**src/rtl/dmem_arbiter_pkg.sv**
```systemverilog
// ---------------------------------------------------------------------------
// dmem_arbiter_pkg
// Shared definitions for the data-memory arbiter and its picker.
//   state_t         : arbiter FSM states (IDLE / ACCESS / RESP)
//   PORT_C, PORT_L  : requester indices (core = 0, loader = 1)
//   WAIT_CNT_W      : width of the wait-state counter
//   addr_legal()    : word-aligned and inside the memory window
// Optional build macro used by the importing files: DMEM_ARB_FIXED_PRIO_EN.
// ---------------------------------------------------------------------------
package dmem_arbiter_pkg;

    typedef enum logic [1:0] {
        ST_IDLE   = 2'd0,
        ST_ACCESS = 2'd1,
        ST_RESP   = 2'd2
    } state_t;

    localparam logic PORT_C     = 1'b0;
    localparam logic PORT_L     = 1'b1;
    localparam int   WAIT_CNT_W = 4;

    // Compared at 34 bits so a memory of 2^30 words cannot wrap the limit.
    function automatic logic addr_legal(input logic [31:0] addr,
                                        input int unsigned mem_words);
        logic [33:0] limit;
        limit = 34'(mem_words) * 34'd4;
        return (addr[1:0] == 2'b00) && ({2'b00, addr} < limit);
    endfunction

endpackage

```
**src/rtl/dmem_arb_pick.sv**
```systemverilog
// ---------------------------------------------------------------------------
// dmem_arb_pick
// Combinational two-way picker with request masking.
//   req[1:0]    in  : raw requests, bit PORT_C = core, bit PORT_L = loader
//   mask[1:0]   in  : requests to ignore this cycle
//   last_grant  in  : port granted most recently
//   gnt[1:0]    out : one-hot grant (00 when nothing live)
// Build macro DMEM_ARB_FIXED_PRIO_EN: defined -> core always wins a tie;
// undefined -> a tie goes to the port that was not granted last.
// ---------------------------------------------------------------------------
module dmem_arb_pick
    import dmem_arbiter_pkg::*;
(
    input  logic [1:0] req,
    input  logic [1:0] mask,
    input  logic       last_grant,
    output logic [1:0] gnt
);

    logic [1:0] live;
    logic       tie_to_l;

    assign live = req & ~mask;

`ifdef DMEM_ARB_FIXED_PRIO_EN
    logic unused_last_grant;
    assign unused_last_grant = last_grant;
    assign tie_to_l          = 1'b0;
`else
    assign tie_to_l = (last_grant == PORT_C);
`endif

    // NOTE: every combinational output gets a default first, so no path
    // through the case can leave it unassigned and infer a latch.
    always_comb begin
        gnt = 2'b00;
        case (live)
            2'b01:   gnt = 2'b01;
            2'b10:   gnt = 2'b10;
            2'b11:   gnt = tie_to_l ? 2'b10 : 2'b01;
            default: gnt = 2'b00;
        endcase
    end

endmodule

```
**src/rtl/dmem_arbiter.sv**
```systemverilog
// ---------------------------------------------------------------------------
// dmem_arbiter
// Shares one data-memory port between the core (C) and the loader (L).
// Each access: arbitrate in IDLE, hold strobes in ACCESS for WAIT_STATES+1
// cycles, pulse ready for one cycle in RESP.
//   clk, reset                 : clock (rising), async active-low reset
//   c_req/c_we/c_addr/c_wdata  : core request, held until c_ready
//   c_rdata/c_ready/c_err      : core response, valid while c_ready=1
//   l_*                        : loader port, same meaning as core port
//   mem_read_control           : read strobe, every ACCESS cycle of a load
//   mem_write_control          : write strobe, last ACCESS cycle of a store
//   mem_address, mem_data_in   : latched address / store data
//   mem_data_out               : combinational memory read data
//   busy                       : FSM not in IDLE
// Build macro DMEM_ARB_FIXED_PRIO_EN selects fixed priority (core wins ties)
// instead of round-robin.
// ---------------------------------------------------------------------------
module dmem_arbiter
    import dmem_arbiter_pkg::*;
#(
    parameter int unsigned MEMORY_SIZE = 256,
    parameter int unsigned WAIT_STATES = 0
) (
    input  logic        clk,
    input  logic        reset,
    input  logic        c_req,
    input  logic        c_we,
    input  logic [31:0] c_addr,
    input  logic [31:0] c_wdata,
    output logic [31:0] c_rdata,
    output logic        c_ready,
    output logic        c_err,
    input  logic        l_req,
    input  logic        l_we,
    input  logic [31:0] l_addr,
    input  logic [31:0] l_wdata,
    output logic [31:0] l_rdata,
    output logic        l_ready,
    output logic        l_err,
    output logic        mem_read_control,
    output logic        mem_write_control,
    output logic [31:0] mem_address,
    output logic [31:0] mem_data_in,
    input  logic [31:0] mem_data_out,
    output logic        busy
);

    state_t                state, state_next;
    logic [1:0]            gnt;
    logic [1:0]            mask;
    logic                  last_grant;
    logic                  win_port;
    logic                  win_we;
    logic [31:0]           win_addr;
    logic [31:0]           win_wdata;
    logic                  win_legal;
    logic                  port_q;
    logic                  we_q;
    logic                  err_q;
    logic [31:0]           addr_q;
    logic [31:0]           wdata_q;
    logic [31:0]           rdata_q;
    logic [WAIT_CNT_W-1:0] cnt;

    dmem_arb_pick u_pick (
        .req        ({l_req, c_req}),
        .mask       (mask),
        .last_grant (last_grant),
        .gnt        (gnt)
    );

    assign win_port  = gnt[PORT_L] ? PORT_L : PORT_C;
    assign win_we    = (win_port == PORT_L) ? l_we    : c_we;
    assign win_addr  = (win_port == PORT_L) ? l_addr  : c_addr;
    assign win_wdata = (win_port == PORT_L) ? l_wdata : c_wdata;
    assign win_legal = addr_legal(win_addr, MEMORY_SIZE);

    // NOTE: sequential state uses non-blocking assignments so every register
    // samples pre-edge values regardless of statement order.
    always_ff @(posedge clk or negedge reset) begin
        if (!reset) state <= ST_IDLE;
        else        state <= state_next;
    end

    // Strobes decode from the state register only, so an async reset that
    // forces IDLE drops them immediately.
    always_comb begin
        state_next        = state;
        mem_read_control  = 1'b0;
        mem_write_control = 1'b0;
        case (state)
            ST_IDLE: begin
                if (gnt != 2'b00) state_next = win_legal ? ST_ACCESS : ST_RESP;
            end
            ST_ACCESS: begin
                mem_read_control  = !we_q;
                mem_write_control = we_q && (cnt == '0);
                if (cnt == '0) state_next = ST_RESP;
            end
            ST_RESP: state_next = ST_IDLE;
            default: state_next = ST_IDLE;
        endcase
    end

    // NOTE: the datapath latches are reset too, because every output,
    // including mem_address and mem_data_in, must read 0 out of reset.
    always_ff @(posedge clk or negedge reset) begin
        if (!reset) begin
            last_grant <= PORT_L;   // makes the first tie after reset go to C
            mask       <= 2'b00;
            port_q     <= PORT_C;
            we_q       <= 1'b0;
            err_q      <= 1'b0;
            addr_q     <= '0;
            wdata_q    <= '0;
            rdata_q    <= '0;
            cnt        <= '0;
        end else begin
            case (state)
                ST_IDLE: begin
                    // The mask lives for exactly one IDLE cycle.
                    mask <= 2'b00;
                    if (gnt != 2'b00) begin
                        port_q     <= win_port;
                        last_grant <= win_port;
                        we_q       <= win_we;
                        addr_q     <= win_addr;
                        wdata_q    <= win_wdata;
                        err_q      <= !win_legal;
                        rdata_q    <= '0;
                        cnt        <= WAIT_CNT_W'(WAIT_STATES);
                    end
                end
                ST_ACCESS: begin
                    if (cnt != '0)  cnt     <= cnt - WAIT_CNT_W'(1);
                    else if (!we_q) rdata_q <= mem_data_out;
                end
                ST_RESP: begin
                    // Give the served requester one cycle to drop its req.
                    mask <= (port_q == PORT_L) ? 2'b10 : 2'b01;
                end
                default: ;
            endcase
        end
    end

    assign busy        = (state != ST_IDLE);
    assign mem_address = addr_q;
    assign mem_data_in = wdata_q;

    assign c_ready = (state == ST_RESP) && (port_q == PORT_C);
    assign l_ready = (state == ST_RESP) && (port_q == PORT_L);
    assign c_rdata = c_ready ? rdata_q : '0;
    assign l_rdata = l_ready ? rdata_q : '0;
    assign c_err   = c_ready && err_q;
    assign l_err   = l_ready && err_q;

endmodule

```
**config.mk**
```make
export PLATFORM = sky130hd
export DESIGN_NAME = dmem_arbiter
export DESIGN_NICKNAME = d
export VERILOG_FILES = /design/src/rtl/dmem_arbiter_pkg.sv /design/src/rtl/dmem_arb_pick.sv /design/src/rtl/dmem_arbiter.sv
export SDC_FILE = /design/constraint.sdc
export NUM_CORES = 1
export LEC_CHECK = 0
export CAP_MARGIN = 40
export CORE_MARGIN = 2
export CORE_UTILIZATION = 40
export CTS_BUF_LIST = sky130_fd_sc_hd__clkbuf_2
export DETAILED_ROUTE_END_ITERATION = 12
export PLACE_DENSITY_LB_ADDON = 0.2
export SYNTH_ARGS = -nofsm -noshare
export SYNTH_HDL_FRONTEND = slang
export SYNTH_HIERARCHICAL = 1
export SYNTH_SLANG_ARGS = --single-unit
```
**constraint.sdc**
```tcl
create_clock -name clk -period 2.7 [get_ports clk]
set_input_delay 0.54 -clock clk [delete_from_list [all_inputs] [get_ports clk]]
set_output_delay 0.54 -clock clk [all_outputs]
set_load 0.02 [all_outputs]
```
==> reports/results.tsv <==
stage	metric	value	unit
critical_path	CP Cell Sequence	nor3b_4, buf_4, and2_1, dlygate4sd2_1	
timing	Final Max Slew Viols	0	
layout	share of cells above drive strength 1	7.885	%
detailed_routing	final wirelength	16.26	mm
timing	Fmax	387.9	MHz
layout	area delta synth->final	62.14	%
grt	busiest grt layer	met2	
critical_path	CP top delay family	buffers and inverters	
grt	met1 usage	24.52	%
clock_tree	CTS Buf Count	9	
timing	Setup Skew	0.03457	ns
placed_design	HPWL after DPL	12.73	mm
clock_tree	CTS Buffer Depth	2	
critical_path	crit path to	c_rdata[11]	
logic_synthesis	Synth area leader	dfrtp_1	
floorplanning	I/O Pins	301	
logic_synthesis	Post-Syn Nets	668	
logic_synthesis	Cell variety after synth	40	
floorplanning	core area	12720	µm²
timing	# setup viols final	0	
run_status	status	finished, final reports clean	
logic_synthesis	Mapped Area	5241	µm²
logic_synthesis	most common cell in the synthesized netlist	dfrtp_1	
clock_tree	clock slew at reported path FFs	0.29	ns
critical_path	Reg2Reg Setup Slack	0.70	ns
detailed_routing	Routed Antenna Nets	0	
grt	vias in the first global route	4896	
logic_synthesis	syn avg cell area	10.48	µm²
pwr	Max VDD drop	0.4803	mV
placed_design	GPL Wtd Cong	0.9039	
critical_path	Setup crit end kind	output port	
floorplanning	die width	118.5	µm
grt	GR met3 Demand/Resource	6.515	%
grt	largest net degree at the start of global routing	97	
critical_path	crit path DAT	2.04	ns
detailed_routing	Post-route DRC	0	
logic_synthesis	#FFs+latches synth	108	
timing	min setup slack post-route	0.1217	ns
timing	Tcrit/Tclk final	95.49	%
layout	final cell utilization of the core	66.80	%
critical_path	Stages on worst setup path	4	
detailed_routing	routed vias	4833	
clock_tree	CTS tree	built	
timing	worst rel slew slack	62.41	%
layout	# nets final	962	
pwr	Cell Pwr Density	821.2	nW/µm²
logic_synthesis	fraction of registers with async set/reset	100.0	%
grt	initial antenna violation count	1	
critical_path	number of cells on the worst reg-to-reg path	8	
critical_path	crit path launch type	register	
clock_tree	clk sinks	108	
pwr	Pwr Total	6.979	mW
logic_synthesis	post-synthesis sequential area ratio	51.59	%
logic_synthesis	Cells after Synth	500	
clock_tree	Worst-Skew Late Latency	0.57	ns
flow_run	max_cap viols	0	
floorplanning	Die ar.	14040	µm²
critical_path	reg2reg start	cnt[0]	
grt	Total GRT Usage	22.56	%
placed_design	pre-CTS setup slack	0.2074	ns
grt	GR Layer Usage met2	41.15	%
logic_synthesis	Primary FF master, synth	dfrtp_1	
placed_design	Inst Count DP	949	
detailed_routing	post-DR vias/cell	4.972	
pwr	P_leak	3.945	nW
floorplanning	Row Count	41	
floorplanning	initial core utilization	41.20	%
clock_tree	CTS root buffer	clkbuf_2	
timing	Worst-Margin Slew	0.5638	ns
critical_path	worst-path maximum fanout	13	
critical_path	Req. time, crit path	2.16	ns
logic_synthesis	Area contributors post-synth	dfrtp_1, mux2i_1, and2_1	
grt	first-pass GRT wire length	25.04	mm
detailed_routing	TritonRoute pass-1 iters	4	
critical_path	Worst setup startpoint	state[0]	
logic_synthesis	yosys warns	6	
critical_path	Slowest Stage Delay on Critical Path	0.51	ns
grt	global route overflow	0	
floorplanning	chip height	118.5	µm
timing	crit path time final	2.578	ns
hold_path	worst hold path type	input port to asynchronous set/reset pin	
critical_path	WS Path Type	register to output port	
placed_design	IO Port Bufs	300	
timing	RSZ-0062 raised after global routing	yes	
logic_synthesis	Post-synth EDFFs	0	
timing	final hold viol count	0	
critical_path	Worst Path Buf+Inv	2	
logic_synthesis	commonest cells in the netlist	dfrtp_1, nand2_1, o21ai_1	
detailed_routing	DRT iter0 DRCs	315	
logic_synthesis	Synth top area share	51.09	%
critical_path	slowest CP cell	dfrtp_2	
clock_tree	H-tree levels	3	
critical_path	Worst R2R End	rdata_q[15]	
layout	Post-Layout Cell Count	972	
detailed_routing	Wirelength per Cell	16.73	µm
-- flip-flops by register name, indices dropped and copies added (netlist names) --
register / count
mem_address: 32
mem_data_in: 32
rdata_q: 32
cnt: 4
mask: 2
state: 2
err_q: 1
last_grant: 1
port_q: 1
we_q: 1
-- power breakdown --
group          switching, mW  internal (mW)  leakage [nW]
logic                   2.06           1.73          2.50
clock network          0.528          0.224        0.0684
registers              0.298           2.14          1.38
-- placed cells by master (no fill, tap or decap), drive strengths merged, types with 2 or more instances in the layout --
master	Yosys	routed
mux2i	65	65
and2	66	66
clkdlybuf4s50	0	229
dfrtp	107	107
nand2	69	69
nand4	2	2
a22o	35	35
clkbuf	16	23
nand2b	2	2
o21a	2	2
nand3	5	5
clkinvlp	0	2
nor2b	2	2
nor3	2	2
inv	3	3
o21ai	70	70
nor2	7	7
clkdlybuf4s15	0	6
xor2	2	2
dlygate4sd2	0	50
clkinv	0	2
a21o	2	2
buf	20	20
nor4	9	9
ha	2	2
-- worst register-to-register path, stage by stage, from the launching register on --
cell and delay (ns):
dfrtp_1 0.47, inv_1 0.10, ha_1 0.15, or3b_1 0.36
buf_4 0.17, nor2_2 0.15, o21ai_2 0.08, buf_12 0.17
a22o_1 0.25
-- through the flow --
step                      instance area [µm²]  hold slack (ns)  setup TNS (ns)
after floorplan                          5241           0.2444               0
after global placement                   8439           0.4631               0
after detailed placement                 8439           0.4745               0
after CTS                                8521           0.3939               0
after global routing                     8498           0.4179         -0.1291
final                                    8498           0.4176               0
-- cell type report --
| type | instances | area [µm²] |
|---|---|---|
| fillers | 1056 | 4224 |
| repair buffers | 319 | 3078 |
| flip-flops and latches | 108 | 2706 |
| multi-input cells | 353 | 2367 |
| well taps | 172 | 215.2 |
| clock inverters | 5 | 62.56 |
| clock buffers | 11 | 55.05 |
| inverters | 3 | 11.26 |
| diodes | 1 | 2.502 |
-- metal layers --
metal	part of all wire [%]	vias to the layer above
li1	-	2324
met1	38	2281
met2	51	201
met3	8.6	27
met4	2.6	0
met5	0	-
-- worst min-delay path by stage --
stage	from	end	slack (ns)
floorplan	reset	cnt[0]	0.24
detailed placement	mem_address[24]	mem_address[24]	0.47
CTS	reset	mem_address[2]	0.39
global route	reset	mem_data_in[6]	0.42
finish	reset	mem_address[2]	0.42
global placement	mask[1]	mask[1]	0.46
-- kinds of logic after synthesis --
group | share of synthesized area (%)
muxes | 12.63
DFF | 51.59
AOI/OAI and AO/OA | 14.16
buffers and inverters | 3.819
adders and majority gates | 0.4774
xor gates and xnor gates | 0.3343
and+or+nand+nor | 17.00
-- repair_timing --
item	4_1_cts	5_1_grt
gates resized for setup	75	35
gates cloned	0	1
hold endpoints to repair	41	0
hold buffers	1	0
setup buffers	4	0
endpoints found under the setup margin	70	36
Note: power is estimated with default switching activity, not from simulation.
